===== src/rtl/pic_inta_sequencer.sv =====
// ---------------------------------------------------------------------------
// pic_inta_sequencer
//   Interrupt service controller of an 8259-style PIC core. It picks the
//   highest-priority unmasked request (fully nested or auto-rotate ordering),
//   raises int_out, and walks the two-pulse INTA handshake. The first INTA
//   latches the level and sets its ISR bit. The second INTA drives the vector.
//   Non-specific, specific and automatic EOI clear ISR bits and may rotate
//   the priority ring.
//
// Ports
//   clk, rst_n    clock, asynchronous active-low reset
//   irr, imr      pending requests / mask (1 = masked)
//   inta_n        active-low acknowledge, synchronous to clk
//   eoi, seoi     non-specific / specific EOI pulses; seoi_level selects bit
//   aeoi_mode     clear ISR automatically at the end of the second INTA
//   rotate_mode   make the serviced level the lowest priority on EOI/AEOI
//   vector_base   T7..T3 of the vector byte
//   int_out       interrupt request to the CPU (registered)
//   irr_clr       one-cycle one-hot clear of the accepted IRR bit
//   isr           in-service register
//   data_out      vector byte, data_en = vector valid / bus drive enable
//   lowest_prio   current lowest-priority level
// ---------------------------------------------------------------------------
module pic_inta_sequencer #(
  parameter logic [2:0] RESET_LOWEST_PRIO = 3'd7
) (
  input  logic       clk,
  input  logic       rst_n,
  input  logic [7:0] irr,
  input  logic [7:0] imr,
  input  logic       inta_n,
  input  logic       eoi,
  input  logic       seoi,
  input  logic [2:0] seoi_level,
  input  logic       aeoi_mode,
  input  logic       rotate_mode,
  input  logic [4:0] vector_base,
  output logic       int_out,
  output logic [7:0] irr_clr,
  output logic [7:0] isr,
  output logic [7:0] data_out,
  output logic       data_en,
  output logic [2:0] lowest_prio
);

  typedef enum logic [1:0] {IDLE, ACK1, WAIT2, ACK2} state_e;

  state_e     state_q, state_d;
  logic       inta_q;
  logic [2:0] sel_q, sel_d;
  logic       spur_q, spur_d;
  logic       int_q, int_d;
  logic [7:0] irr_clr_q, irr_clr_d;
  logic [7:0] isr_q, isr_d;
  logic [7:0] dout_q, dout_d;
  logic       den_q, den_d;
  logic [2:0] lp_q, lp_d;

  // Scan the ring from the highest-priority level (lp+1) down to lp.
  // The descending loop leaves the first hit in ring order in r.
  function automatic logic [3:0] pick_hi(input logic [7:0] v, input logic [2:0] lp);
    logic [3:0] r;
    logic [2:0] lvl;
    r = '0;
    for (int i = 7; i >= 0; i--) begin
      lvl = lp + 3'(i) + 3'd1;
      if (v[lvl]) r = {1'b1, lvl};
    end
    return r;
  endfunction

  logic       fall, rise;
  logic [7:0] req;
  logic [3:0] cand, isr_hi;
  logic [2:0] cand_rank, isr_rank;
  logic       cand_ok;
  logic [7:0] set_mask, clr_mask;

  assign fall = inta_q & ~inta_n;
  assign rise = ~inta_q & inta_n;
  assign req  = irr & ~imr;

  assign cand   = pick_hi(req, lp_q);
  assign isr_hi = pick_hi(isr_q, lp_q);

  // Rank 0 is the highest priority. Modulo-8 distance from lp+1.
  assign cand_rank = cand[2:0] - lp_q - 3'd1;
  assign isr_rank  = isr_hi[2:0] - lp_q - 3'd1;
  assign cand_ok   = cand[3] & (~isr_hi[3] | (cand_rank < isr_rank));

  always_comb begin
    state_d   = state_q;
    sel_d     = sel_q;
    spur_d    = spur_q;
    int_d     = 1'b0;
    irr_clr_d = '0;
    dout_d    = dout_q;
    den_d     = den_q;
    lp_d      = lp_q;
    set_mask  = '0;
    clr_mask  = '0;

    unique case (state_q)
      IDLE: begin
        if (fall) begin
          state_d = ACK1;
          if (cand_ok) begin
            sel_d     = cand[2:0];
            spur_d    = 1'b0;
            set_mask  = 8'b1 << cand[2:0];
            irr_clr_d = 8'b1 << cand[2:0];
          end else begin
            // Request vanished before the acknowledge: answer with level 7.
            sel_d  = 3'd7;
            spur_d = 1'b1;
          end
        end else begin
          int_d = cand_ok;
        end
      end
      ACK1:  if (rise) state_d = WAIT2;
      WAIT2: begin
        if (fall) begin
          state_d = ACK2;
          dout_d  = {vector_base, sel_q};
          den_d   = 1'b1;
        end
      end
      ACK2: begin
        if (rise) begin
          state_d = IDLE;
          den_d   = 1'b0;
          if (aeoi_mode && !spur_q) begin
            clr_mask = clr_mask | (8'b1 << sel_q);
            if (rotate_mode) lp_d = sel_q;
          end
        end
      end
      default: state_d = IDLE;
    endcase

    // Command EOIs come after AEOI so that their rotation overrides it.
    if (seoi) begin
      clr_mask = clr_mask | (8'b1 << seoi_level);
    end else if (eoi && isr_hi[3]) begin
      clr_mask = clr_mask | (8'b1 << isr_hi[2:0]);
      if (rotate_mode) lp_d = isr_hi[2:0];
    end

    // A set in the same cycle survives a clear of the same bit.
    isr_d = (isr_q & ~clr_mask) | set_mask;
  end

  always_ff @(posedge clk or negedge rst_n) begin
    if (!rst_n) begin
      state_q   <= IDLE;
      inta_q    <= 1'b1;
      sel_q     <= 3'd0;
      spur_q    <= 1'b0;
      int_q     <= 1'b0;
      irr_clr_q <= '0;
      isr_q     <= '0;
      dout_q    <= '0;
      den_q     <= 1'b0;
      lp_q      <= RESET_LOWEST_PRIO;
    end else begin
      state_q   <= state_d;
      inta_q    <= inta_n;
      sel_q     <= sel_d;
      spur_q    <= spur_d;
      int_q     <= int_d;
      irr_clr_q <= irr_clr_d;
      isr_q     <= isr_d;
      dout_q    <= dout_d;
      den_q     <= den_d;
      lp_q      <= lp_d;
    end
  end

  assign int_out     = int_q;
  assign irr_clr     = irr_clr_q;
  assign isr         = isr_q;
  assign data_out    = dout_q;
  assign data_en     = den_q;
  assign lowest_prio = lp_q;

endmodule


===== config.mk =====
export PLATFORM = sky130hd
export DESIGN_NAME = pic_inta_sequencer
export DESIGN_NICKNAME = d
export VERILOG_FILES = /design/src/rtl/pic_inta_sequencer.sv
export SDC_FILE = /design/constraint.sdc
export NUM_CORES = 1
export LEC_CHECK = 0
export ABC_CLOCK_PERIOD_IN_PS = 8100
export BUFFER_PORTS_ARGS = -buffer_cell sky130_fd_sc_hd__clkbuf_2
export CELL_PAD_IN_SITES_DETAIL_PLACEMENT = 0
export CELL_PAD_IN_SITES_GLOBAL_PLACEMENT = 1
export CORE_MARGIN = 2
export CORE_UTILIZATION = 45
export CTS_CLUSTER_SIZE = 24
export DETAILED_ROUTE_END_ITERATION = 8
export PLACE_DENSITY = 0.9
export SYNTH_ARGS = -nofsm -noshare
export SYNTH_HDL_FRONTEND = slang
export SYNTH_SLANG_ARGS = --single-unit

===== constraint.sdc =====
create_clock -name clk -period 8.1 [get_ports clk]
set_clock_uncertainty 0.1 [all_clocks]
set_input_delay 0 -clock clk [delete_from_list [all_inputs] [get_ports clk]]
set_output_delay 0 -clock clk [all_outputs]
set_load 0.005 [all_outputs]

# --- After elaboration in Yosys (flattened, before gate mapping) ---
# Index checks and enable logic that the tools add are counted.
word_totals:
  register_bits: 36
  inputBits: 31
  out_inout_bits: 29
  elab_cells: 146
op_classes:
  addsub: 18
  order_cmp: 9
  n_eq_ne: 7
  shift: 4
  mux: 75
  n_bitwise: 14
  reduce_logical: 9
ops:
  columns: ["op", "count"]
  rows:
  - ["4-bit 2-to-1 mux", 16]
  - ["8-bit 2-to-1 mux", 8]
  - ["1-bit binary-select mux with 3-bit select", 16]
  - ["3-bit by 4-bit less-than comparator with 1-bit output, second input constant", 8]
  - ["1-bit by 3-bit << shifter with 8-bit output, first input constant", 4]
  - ["3-bit by 1-bit adder with 3-bit output, second input constant", 8]
  - ["3-bit 2-to-1 mux", 8]
  - ["8-bit OR", 3]
  - ["1-bit 2-to-1 mux", 21]
  - ["8-bit AND", 2]
  - ["8-bit NOT", 2]
  - ["3-bit adder, second input constant", 4]
  - ["2-bit 2-to-1 mux", 4]
  - ["2-bit inequality test, second input constant", 4]
  - ["2-bit case mux with 4 select lines", 1]
  - ["3-bit by 2-bit adder with 3-bit output, second input constant", 2]
  - ["3-bit by 1-bit subtractor with 3-bit output, second input constant", 2]
  - ["3-bit subtractor", 2]
  - ["2-bit equality test, second input constant", 2]
  - ["2-bit AND reduction", 2]
  - ["4-bit AND reduction", 1]
  - ["1-bit AND", 3]
  - ["3-bit less-than comparator", 1]
  - ["1-bit NOT", 3]
  - ["other kinds (8)", 9]

# --- Logic depth before layout (Yosys ltp) ---
# Gate-level depths: netlist (run 1).
logic_depth:
  word_depth: 21
  depth_mapped: 23
  ltp_nobuf: 19

# --- Least setup slack after synthesis (run 1) ---
# Ideal clock, no wire load.
synth_timing:
  path_type: "register to register"
  from: "register lp_q[1] (netlist: lowest_prio[1])"
  to: "register isr_q[4] (netlist: isr[4])"
  arrival_ns: 5.637
  required_time_ns: 7.919
  slack_ns: 2.282
  stages_incl_launch_ff: 23
  n_path_buf: 3
  cell_sequence: "dfstp_2 clkbuf_1 inv_1 clkbuf_1 ha_1 xnor2_1 mux4_2 a22o_1 o21bai_1 a21oi_1 o21ba_2 buf_4 clkinv_1 ha_1 fa_1 xnor2_1 xnor2_1 ha_1 a21oi_1 nor2_1 nor3b_2 or3b_4 o22ai_2"
synth_via:
  elab_chain_len: 21
  elab_cells_between_ends: 82
  cone_classes: "add/sub (18); order compare (1); shift (2); mux (53); bitwise (7); reduce/logical (1)"
synth_rtl:
  columns: ["item", "line_no", "rtl"]
  rows:
  - ["from (decl)", "57", "logic [2:0] lp_q, lp_d;"]
  - ["from (signal assigned)", "176", "lp_q <= lp_d;"]
  - ["3-bit adder", "66", "lvl = lp + 3'(i) + 3'd1;"]
  - ["3-bit by 1-bit adder with 3-bit output", "66", null]
  - ["1-bit binary-select mux with 3-bit select", "67", "if (v[lvl]) r = {1'b1, lvl};"]
  - ["1-bit 2-to-1 mux (implied by the code)", "67", null]
  - ["4-bit 2-to-1 mux (8 in a row)", "67", null]
  - ["3-bit subtractor (on tied branches)", "87, 88", null]
  - ["3-bit by 1-bit subtractor with 3-bit output (on tied branches)", "87, 88", null]
  - ["3-bit less-than comparator", "89", "assign cand_ok = cand[3] & (~isr_hi[3] | (cand_rank < isr_rank));"]
  - ["1-bit OR", "89", null]
  - ["1-bit AND", "89", null]
  - ["8-bit 2-to-1 mux", "107", "if (cand_ok) begin"]
  - ["8-bit 2-to-1 mux", "105", "if (fall) begin"]
  - ["8-bit 2-to-1 mux", "103", "unique case (state_q)"]
  - ["8-bit OR *", "151", "isr_d = (isr_q & ~clr_mask) | set_mask;"]
  - ["net isr_d[4]", "54", "logic [7:0] isr_q, isr_d;"]
  - ["to (signal assigned)", "173", "isr_q <= isr_d;"]
  - ["to (decl)", "54", null]
# Mark *: on every way through the listed nets, which the timed path passes. The rest lies on a longest branch. The select of a mux whose other input is x is not followed.
# A chain may end at the register's enable or synchronous reset.

# --- Final worst setup path (run 1) ---
# Ends and elaborated chain as after synthesis.

==> impl_metrics.env, run 1 <==
export IMPL_syn_nets=415
export IMPL_fin_nets=472
export IMPL_synth_edff_count=0
export IMPL_ctsResizeCount=0
export IMPL_cp_top_family="adder cells"
export IMPL_min_path_type="in2reg"
export IMPL_critPathMaxStageDelay_ns=0.91
export IMPL_yosysTopAreaCellShare_pct=21.31
export IMPL_max_clock_freq_mhz=147.5
export IMPL_ant_nets=0
export IMPL_use_met1_pct=29.44
export IMPL_synth_cells=371
export IMPL_num_rows=33
export IMPL_grt_ovfl_total=0
export IMPL_rsz0062_at_grt="no"
export IMPL_worstHoldStart="seoi_level[0]"
export IMPL_cts_buffer_depth=2
export IMPL_cp_max_fo=19
export IMPL_required_ns=8.21
export IMPL_maxCapViolCount=0
export IMPL_seq_area_frac_synth_pct=24.11
export IMPL_tritoncts="yes"
export IMPL_diodes=0
export IMPL_initial_core_util_pct=46.19
export IMPL_crit_arrival_ns=6.89
export IMPL_cts_buffers=5
export IMPL_path_buf_inv=3
export IMPL_hold_viol=0
export IMPL_clockRootBuffer="clkbuf_8"
export IMPL_period_minus_slack_ns=6.780
export IMPL_clock_sinks=36
export IMPL_clkLatencyLatePin_ns=0.29
export IMPL_io_pins=60
export IMPL_finalCritPeriodShare_pct=83.70
export IMPL_drtIter0Drc=294
export IMPL_drc=0
export IMPL_r2r_cells=19
export IMPL_synth_area_leader_cell="dfrtp_1"
export IMPL_avgSynthCellArea_um2=10.13
export IMPL_ff2ff_setup_slack_ns=1.32
export IMPL_die_height_um=95.38
export IMPL_top_usage_layer="met2"
export IMPL_grt_pass1_vias=3344
export IMPL_core_region_area_um2=8134
export IMPL_syn_area_um2=3757
export IMPL_portBuffers=59
export IMPL_crit_chain="inv_1 > ha_1 > inv_1 > mux4_2 > and2_4 > o211ai_1 > a21oi_1 > o21ba_2 > clkinv_1 > ha_1 > fa_1 > xnor2_1 > xnor2_1 > ha_1 > a21oi_1 > nor2_1 > nor3b_2 > or3b_4 > o22ai_2"
export IMPL_fill_cells=731
export IMPL_routed_wl_um=9809
export IMPL_slew_viol_final=0
export IMPL_dp_hpwl_um=7366
export IMPL_cp_slowest_cell="ha_1"
export IMPL_htree_levels=2
export IMPL_r2r_start="lowest_prio[1]$_DFF_PN1_"
export IMPL_layout_drive_gt1_share_pct=32.17
export IMPL_grt_pass1_wl_um=16220
export IMPL_synth_distinct_cells=70
export IMPL_endpoint_kind="flop"
export IMPL_path_depth=19
export IMPL_path_common_cell="ha_1"
export IMPL_critPathLaunchType="flop"
export IMPL_synth_ff_type="dfrtp_1"
export IMPL_syn2layout_area_growth_pct=13.42
export IMPL_whs_path_depth=4
export IMPL_synthTopCellsByCount="nor2_1 (37), dfrtp_1 (32), mux4_2 (28), mux2_2 (19), mux2i_1 (19)"
export IMPL_path_clk_slew_ns=0.07
export IMPL_die_w_um=95.38
export IMPL_synth_async_reset_ratio_pct=100.0
export IMPL_rr_endpoint="isr[4]$_DFF_PN0_"
export IMPL_viasPerCell=6.169
export IMPL_ys_ff_latch=36
export IMPL_dr_pass1_iters=4
export IMPL_antenna_found_initial=0
export IMPL_groute_layer_met3_usage_pct=2.292
export IMPL_die_area_um2=9096
export IMPL_finalSetupViolations=0
export IMPL_grt_max_degree=39
export IMPL_routabilityCongestion=0.9147
export IMPL_min_to="isr[3]$_DFF_PN0_"
export IMPL_dr_total_vias=3294
export IMPL_synth_area_leaders="dfrtp_1 (21%), mux4_2 (17%), mux2_2 (5.7%), mux2i_1 (5.1%), nor2_1 (3.7%)"
export IMPL_avgRoutedWirePerCell_um=18.37
export IMPL_synth_most_common_cell="nor2_1"
export IMPL_setup_tns_ns=0
export IMPL_grt_usage_pct=22.65
export IMPL_cts_setup_buffers=0
export IMPL_outcome="complete, no violations"
export IMPL_slew_headroom_pct=42.05
export IMPL_yosys_warnings=0
export IMPL_critPathKind="reg2reg"
export IMPL_worst_pin_slew_ns=0.8692
export IMPL_use_met2_pct=39.79
-- worst max path at each step --
stage	startpoint	end	slack, ns
after global routing	lowest_prio[1]$_DFF_PN1_	isr[4]$_DFF_PN0_	0.75
after floorplan	lowest_prio[1]$_DFF_PN1_	isr[4]$_DFF_PN0_	2.28
final	lowest_prio[1]$_DFF_PN1_	isr[4]$_DFF_PN0_	1.32
after CTS	lowest_prio[1]$_DFF_PN1_	isr[4]$_DFF_PN0_	1.35
after detailed placement	lowest_prio[1]$_DFF_PN1_	isr[4]$_DFF_PN0_	1.37
after global placement	lowest_prio[1]$_DFF_PN1_	isr[4]$_DFF_PN0_	1.58
-- cell families (layout without fill, tap and decap cells) --
family / Yosys count / after routing / synth area share [%]
flip-flops: 36 / 36 / 24.11
adder cells (fa/ha/maj): 13 / 13 / 4.729
multiplexers: 67 / 67 / 27.91
buffers and inverters: 30 / 88 / 3.996
XOR/XNOR: 11 / 11 / 3.363
AO/OA/AOI/OAI: 93 / 93 / 18.21
AND/OR/NAND/NOR: 121 / 121 / 17.68
-- state kept, by name, summed over array words and instances, names as in the netlist --
name / flops
data_en: 1
data_out: 8
int_out: 1
inta_q: 1
irr_clr: 8
isr: 8
lowest_prio: 3
sel_q: 3
spur_q: 1
state_q: 2
-- through the flow --
stage,cell area (um2),hold slack (ns),util (%),setup slack (ns),instances
6_report,4262,0.09585,52.39,1.320,534
5_1_grt,4262,0.1321,52.39,0.7536,534
4_1_cts,4262,0.08622,52.39,1.353,534
3_5_place_dp,4089,0.05385,50.27,1.372,518
3_3_place_gp,4089,0.04199,50.27,1.581,518
2_1_floorplan,3757,-0.3956,-,2.282,371
-- layer usage --
| metal | vias up | part of all wire, % |
|---|---|---|
| li1 | 1550 | - |
| met1 | 1632 | 41 |
| met2 | 94 | 52 |
| met3 | 18 | 4.9 |
| met4 | 0 | 2.2 |
| met5 | - | 0 |
-- area by class of cell --
type,instances,area (um2),area share [%]
tap,105,131.4,3.083
clock buffer,6,82.58,1.938
sequential,36,905.9,21.26
clock inverter,2,10.01,0.2349
timing repair buffer,68,382.9,8.984
inverter,12,47.55,1.116
multi-input combinational,305,2701,63.39
-- worst register-to-register path, stage by stage, from the launching register on --
cell,delay (ns)
dfstp_2,0.76
inv_1,0.39
ha_1,0.92
inv_1,0.45
mux4_2,0.41
and2_4,0.18
o211ai_1,0.17
a21oi_1,0.06
o21ba_2,0.39
clkinv_1,0.31
ha_1,0.30
fa_1,0.38
xnor2_1,0.16
xnor2_1,0.17
ha_1,0.31
a21oi_1,0.12
nor2_1,0.09
nor3b_2,0.41
or3b_4,0.47
o22ai_2,0.15
-- placed cells by master (no fill, tap or decap), types with 12 or more instances in the layout --
master | Yosys | final
mux2_2 | 19 | 19
nand2_1 | 17 | 17
dfrtp_1 | 32 | 32
mux2i_1 | 19 | 19
nor2_1 | 37 | 37
o221ai_1 | 12 | 12
o21ai_0 | 18 | 18
mux4_2 | 28 | 28
clkbuf_2 | 0 | 59
a21oi_1 | 16 | 16
nor2b_1 | 15 | 15
-- timing repair --
action                     CTS  global route
hold endpoints to repair    40             0
setup endpoints to repair    0             0
hold buffers                 8             0
Power of run 1 is left out: the tool's default activity adds up to more than one toggle a clock period on the data nets, which glitch-free logic cannot reach.
==> inputs of run 2 (changes only) <==
--- a/config.mk
+++ b/config.mk
@@ -5,7 +5,7 @@
 export SDC_FILE = /design/constraint.sdc
 export NUM_CORES = 1
 export LEC_CHECK = 0
-export ABC_CLOCK_PERIOD_IN_PS = 8100
+export ABC_CLOCK_PERIOD_IN_PS = 7020
 export BUFFER_PORTS_ARGS = -buffer_cell sky130_fd_sc_hd__clkbuf_2
 export CELL_PAD_IN_SITES_DETAIL_PLACEMENT = 0
 export CELL_PAD_IN_SITES_GLOBAL_PLACEMENT = 1
==> constraint.sdc (replaced) <==
create_clock -name clk -period 7.02 [get_ports clk]
set_clock_uncertainty 0.1 [all_clocks]
set_input_delay 0 -clock clk [delete_from_list [all_inputs] [get_ports clk]]
set_output_delay 0 -clock clk [all_outputs]
set_load 0.005 [all_outputs]
==> run 2 against run 1 <==
Critical path depth down 1; register-to-register slack worse by 0.66 ns; final cell count up 0.37%; count of clock-buffer cells in the layout down 1; largest cell class unchanged; sequential cell count unchanged; sequential share of layout area down 0.17 points.
==> impl_metrics.env, run 2 (synthesis gave the netlist of run 1 again) <==
export IMPL_outcome="complete, no violations"
export IMPL_rsz0062_at_grt="no"
export IMPL_required_ns=7.14
export IMPL_cts_setup_buffers=0
export IMPL_crit_arrival_ns=6.48
export IMPL_die_area_um2=9096
export IMPL_routed_wl_um=10000
export IMPL_final_common_cell="clkbuf_2"
export IMPL_grt_max_degree=37
export IMPL_final_cell_mix="clkbuf_2 (59), nor2_1 (37), dfrtp_1 (32), mux4_2 (28)"
export IMPL_fill_cells=708
export IMPL_routabilityCongestion=0.8750
export IMPL_ant_nets=0
export IMPL_r2r_start="lowest_prio[1]$_DFF_PN1_"
export IMPL_cts_buffers=5
export IMPL_endpoint_kind="flop"
export IMPL_clock_sinks=36
export IMPL_critPathKind="reg2reg"
export IMPL_finalSetupViolations=0
export IMPL_slew_viol_final=0
export IMPL_multiInputGateArea_um2=2701
export IMPL_antenna_found_initial=0
export IMPL_portBuffers=59
export IMPL_num_rows=33
export IMPL_cts_buffer_depth=2
export IMPL_grt_pass1_vias=3372
export IMPL_dr_total_vias=3414
export IMPL_dp_hpwl_um=7357
export IMPL_viasPerCell=6.369
export IMPL_die_w_um=95.38
export IMPL_preCtsSetupSlack_ns=0.7545
export IMPL_ff2ff_setup_slack_ns=0.66
export IMPL_whs_path_depth=4
export IMPL_slew_headroom_pct=39.55
export IMPL_syn2layout_area_growth_pct=14.32
export IMPL_drtIter0Drc=252
export IMPL_utilization_pct=52.81
export IMPL_die_height_um=95.38
export IMPL_path_clk_slew_ns=0.08
export IMPL_worst_pin_slew_ns=0.9068
export IMPL_dr_pass1_iters=5
export IMPL_finalCritPeriodShare_pct=90.61
export IMPL_diodes=0
export IMPL_seq_area_um2=905.9
export IMPL_io_pins=60
export IMPL_setup_ws_ns=0.6593
export IMPL_avgRoutedWirePerCell_um=18.66
export IMPL_cp_max_fo=18
export IMPL_clockRootBuffer="clkbuf_8"
export IMPL_r2r_cells=18
export IMPL_initial_core_util_pct=46.19
export IMPL_layout_drive_gt1_share_pct=32.48
export IMPL_fin_nets=474
export IMPL_setup_tns_ns=0
export IMPL_grt_pass1_wl_um=16400
export IMPL_max_clock_freq_mhz=157.2
export IMPL_hold_viol=0
export IMPL_grt_usage_pct=22.94
export IMPL_core_region_area_um2=8134
export IMPL_htree_levels=2
export IMPL_tritoncts="yes"
export IMPL_maxCapViolCount=0
export IMPL_drc=0
export IMPL_worstHoldStart="seoi_level[1]"
export IMPL_period_minus_slack_ns=6.361
export IMPL_min_to="isr[6]$_DFF_PN0_"
export IMPL_critPathLaunchType="flop"
export IMPL_clkLatencyLatePin_ns=0.30
export IMPL_grt_ovfl_total=0
export IMPL_min_path_type="in2reg"
export IMPL_rr_endpoint="isr[5]$_DFF_PN0_"
## run 2: changes by cell type in the layout (fill, tap and decap cells not counted), sizes merged
cell,delta
clkinvlp,+1
bufinv,+1
clkinv,-1
clkbuf,-1
buf,+2
## run 2: area by class of cell
class                      count  share of cell area [%]
multi-input combinational    305                   62.89
clock buffer                   5                   1.602
timing repair buffer          70                   9.263
inverter                      12                   1.107
sequential                    36                   21.09
clock inverter                 3                  0.9904
tap                          105                   3.059
## run 2: worst max path at each step
stage | cells after the start | from | slack [ns] | endpoint
after floorplan | 22 | lowest_prio[1]$_DFF_PN1_ | 1.20 | isr[4]$_DFF_PN0_
after global placement | 18 | lowest_prio[0]$_DFF_PN1_ | 0.92 | isr[5]$_DFF_PN0_
after detailed placement | 18 | lowest_prio[0]$_DFF_PN1_ | 0.75 | isr[4]$_DFF_PN0_
after CTS | 18 | lowest_prio[0]$_DFF_PN1_ | 0.71 | isr[5]$_DFF_PN0_
after global routing | 18 | lowest_prio[0]$_DFF_PN1_ | 0.21 | isr[5]$_DFF_PN0_
final | 18 | lowest_prio[1]$_DFF_PN1_ | 0.66 | isr[5]$_DFF_PN0_
## run 2: metal layers
layer,GRT usage [%],vias up,routed length (um)
met5,0,-,0
met4,6.667,0,116
li1,-,1560,-
met2,40.79,146,5236
met3,3.004,12,570
met1,29.21,1696,4076
## run 2: critical path: stages (launching register included)
cell	delay [ns]
dfstp_2	0.81
ha_1	0.45
xor2_1	0.68
mux4_2	0.68
a21oi_1	0.15
o21ai_0	0.09
a21boi_0	0.17
o21ba_2	0.30
clkinv_1	0.32
ha_1	0.30
fa_1	0.39
xnor2_1	0.15
xnor2_1	0.15
ha_1	0.31
a21oi_1	0.13
nor2_1	0.09
nor3b_2	0.37
or3b_4	0.47
o22ai_2	0.17
## run 2: metrics by stage
| stage | hold slack, ns | std cells | instance area (um2) |
|---|---|---|---|
| after global routing | 0.1028 | 536 | 4295 |
| after floorplan | -0.3956 | 371 | 3757 |
| final | 0.06879 | 536 | 4295 |
| after global placement | 0.04110 | 520 | 4104 |
| after detailed placement | 0.06360 | 520 | 4104 |
| after CTS | 0.06634 | 536 | 4295 |
## run 2: repair_timing
item                                   in CTS  in global routing
hold buffers                                8                  0
gates resized for setup                     0                  0
endpoints found under the hold margin      41                  0
Power of run 2 is left out for the same reason.
==> inputs of run 3 (changes only) <==
--- a/config.mk
+++ b/config.mk
@@ -6,14 +6,15 @@
 export NUM_CORES = 1
 export LEC_CHECK = 0
 export ABC_CLOCK_PERIOD_IN_PS = 7020
-export BUFFER_PORTS_ARGS = -buffer_cell sky130_fd_sc_hd__clkbuf_2
 export CELL_PAD_IN_SITES_DETAIL_PLACEMENT = 0
 export CELL_PAD_IN_SITES_GLOBAL_PLACEMENT = 1
 export CORE_MARGIN = 2
-export CORE_UTILIZATION = 45
+export CORE_UTILIZATION = 50
 export CTS_CLUSTER_SIZE = 24
 export DETAILED_ROUTE_END_ITERATION = 8
-export PLACE_DENSITY = 0.9
+export DONT_BUFFER_PORTS = 1
+export HOLD_SLACK_MARGIN = 0.12
+export PLACE_DENSITY = 0.89
 export SYNTH_ARGS = -nofsm -noshare
 export SYNTH_HDL_FRONTEND = slang
 export SYNTH_SLANG_ARGS = --single-unit
==> run 3 against run 2 <==
Final cell count shrank 10%; critical path depth increased by 1; via count fell by 6.1%.
==> impl_metrics.env, run 3 (synthesis gave the netlist of run 1 again) <==
export IMPL_outcome="complete, no violations"
export IMPL_cts_buffer_depth=2
export IMPL_routed_wl_um=9910
export IMPL_dr_pass1_iters=4
export IMPL_routabilityCongestion=0.9105
export IMPL_design_area_um2=4118
export IMPL_finalCritPeriodShare_pct=88.07
export IMPL_grt_pass1_vias=3235
export IMPL_ctsResizeCount=0
export IMPL_finalSetupViolations=0
export IMPL_cp_max_fo=18
export IMPL_htree_levels=2
export IMPL_rr_endpoint="isr[4]$_DFF_PN0_"
export IMPL_cts_setup_buffers=0
export IMPL_tritoncts="yes"
export IMPL_grt_ovfl_total=0
export IMPL_required_ns=7.13
export IMPL_worstHoldStart="eoi"
export IMPL_r2r_start="lowest_prio[1]$_DFF_PN1_"
export IMPL_grt_pass1_wl_um=16210
export IMPL_drtIter0Drc=206
export IMPL_path_clk_slew_ns=0.07
export IMPL_num_rows=31
export IMPL_cts_buffers=5
export IMPL_multiInputGateArea_um2=2701
export IMPL_fill_cells=633
export IMPL_seq_area_um2=905.9
export IMPL_clockRootBuffer="clkbuf_8"
export IMPL_setup_tns_ns=0
export IMPL_r2r_cells=19
export IMPL_final_cell_mix="nor2_1 (37), dfrtp_1 (32), mux4_2 (28), mux2_2 (19), mux2i_1 (19)"
export IMPL_final_cell_count_no_fill=482
export IMPL_syn2layout_area_growth_pct=9.590
export IMPL_die_area_um2=8224
export IMPL_layout_drive_gt1_share_pct=22.19
export IMPL_setup_ws_ns=0.8373
export IMPL_die_w_um=90.69
export IMPL_maxCapViolCount=0
export IMPL_dp_hpwl_um=7130
export IMPL_post_dp_cell_area_um2=3816
export IMPL_dr_total_vias=3206
export IMPL_fin_nets=426
export IMPL_drc=0
export IMPL_period_minus_slack_ns=6.183
export IMPL_dp_cells=457
export IMPL_ant_nets=0
export IMPL_diodes=0
export IMPL_die_height_um=90.69
export IMPL_max_clock_freq_mhz=161.7
export IMPL_clkLatencyLatePin_ns=0.29
export IMPL_avgRoutedWirePerCell_um=20.56
export IMPL_critPathLaunchType="flop"
export IMPL_clock_sinks=36
export IMPL_core_region_area_um2=7253
export IMPL_grt_usage_pct=24.12
export IMPL_slew_viol_final=0
export IMPL_final_common_cell="nor2_1"
export IMPL_min_path_type="in2reg"
export IMPL_hold_viol=0
export IMPL_critPathKind="reg2reg"
export IMPL_preCtsSetupSlack_ns=0.9406
export IMPL_antenna_found_initial=0
export IMPL_grt_max_degree=38
export IMPL_rsz0062_at_grt="no"
export IMPL_endpoint_kind="flop"
export IMPL_whs_path_depth=4
export IMPL_portBuffers=0
export IMPL_ff2ff_setup_slack_ns=0.84
export IMPL_initial_core_util_pct=51.80
export IMPL_viasPerCell=6.651
export IMPL_io_pins=60
export IMPL_crit_arrival_ns=6.29
export IMPL_holdBufCountCts=17
export IMPL_slew_headroom_pct=53.34
export IMPL_worst_pin_slew_ns=0.6983
export IMPL_min_to="isr[4]$_DFF_PN0_"
## run 3: worst max-delay path, cell delays in order, from the launching register on
cell	delay, ns
dfstp_2	0.81
inv_1	0.12
ha_1	0.28
xnor2_1	0.53
mux4_2	0.61
a22o_1	0.22
o21bai_1	0.14
a21oi_1	0.07
o21ba_2	0.39
clkinv_1	0.32
ha_1	0.29
fa_1	0.39
xnor2_1	0.16
xnor2_1	0.16
ha_1	0.31
a21oi_1	0.13
nor2_1	0.09
nor3b_2	0.36
or3b_4	0.47
o22ai_2	0.16
## run 3: worst max-delay path by stage
| stage | startpoint | to | cells after the start |
|---|---|---|---|
| after floorplan | lowest_prio[1]$_DFF_PN1_ | isr[4]$_DFF_PN0_ | 22 |
| after global placement | lowest_prio[1]$_DFF_PN1_ | isr[5]$_DFF_PN0_ | 19 |
| after detailed placement | lowest_prio[1]$_DFF_PN1_ | isr[4]$_DFF_PN0_ | 19 |
| after CTS | lowest_prio[1]$_DFF_PN1_ | isr[4]$_DFF_PN0_ | 19 |
| after global routing | lowest_prio[1]$_DFF_PN1_ | isr[5]$_DFF_PN0_ | 19 |
| final | lowest_prio[1]$_DFF_PN1_ | isr[4]$_DFF_PN0_ | 19 |
## run 3: area by class of cell
class,instances,area share (%)
sequential,36,22.00
tap,99,3.008
clock buffer,5,1.671
clock inverter,3,1.033
timing repair buffer,22,5.530
inverter,12,1.155
multi-input combinational,305,65.60
## run 3: layer usage
layer  vias up  global-route usage (%)  routed length (um)
li1       1461                       -                   -
met1      1573                   31.26                4131
met4         0                   7.436                 208
met2       150                   41.79                4935
met3        22                   3.339                 634
met5         -                       0                   0
## run 3: stage by stage
stage               utilization (%)  hold slack, ns
floorplan                         -         -0.3956
global placement              52.61         -0.3946
detailed placement            52.61         -0.3945
CTS                           56.77          0.1225
global route                  56.77          0.1515
finish                        56.77          0.1306
Power of run 3 is left out for the same reason.
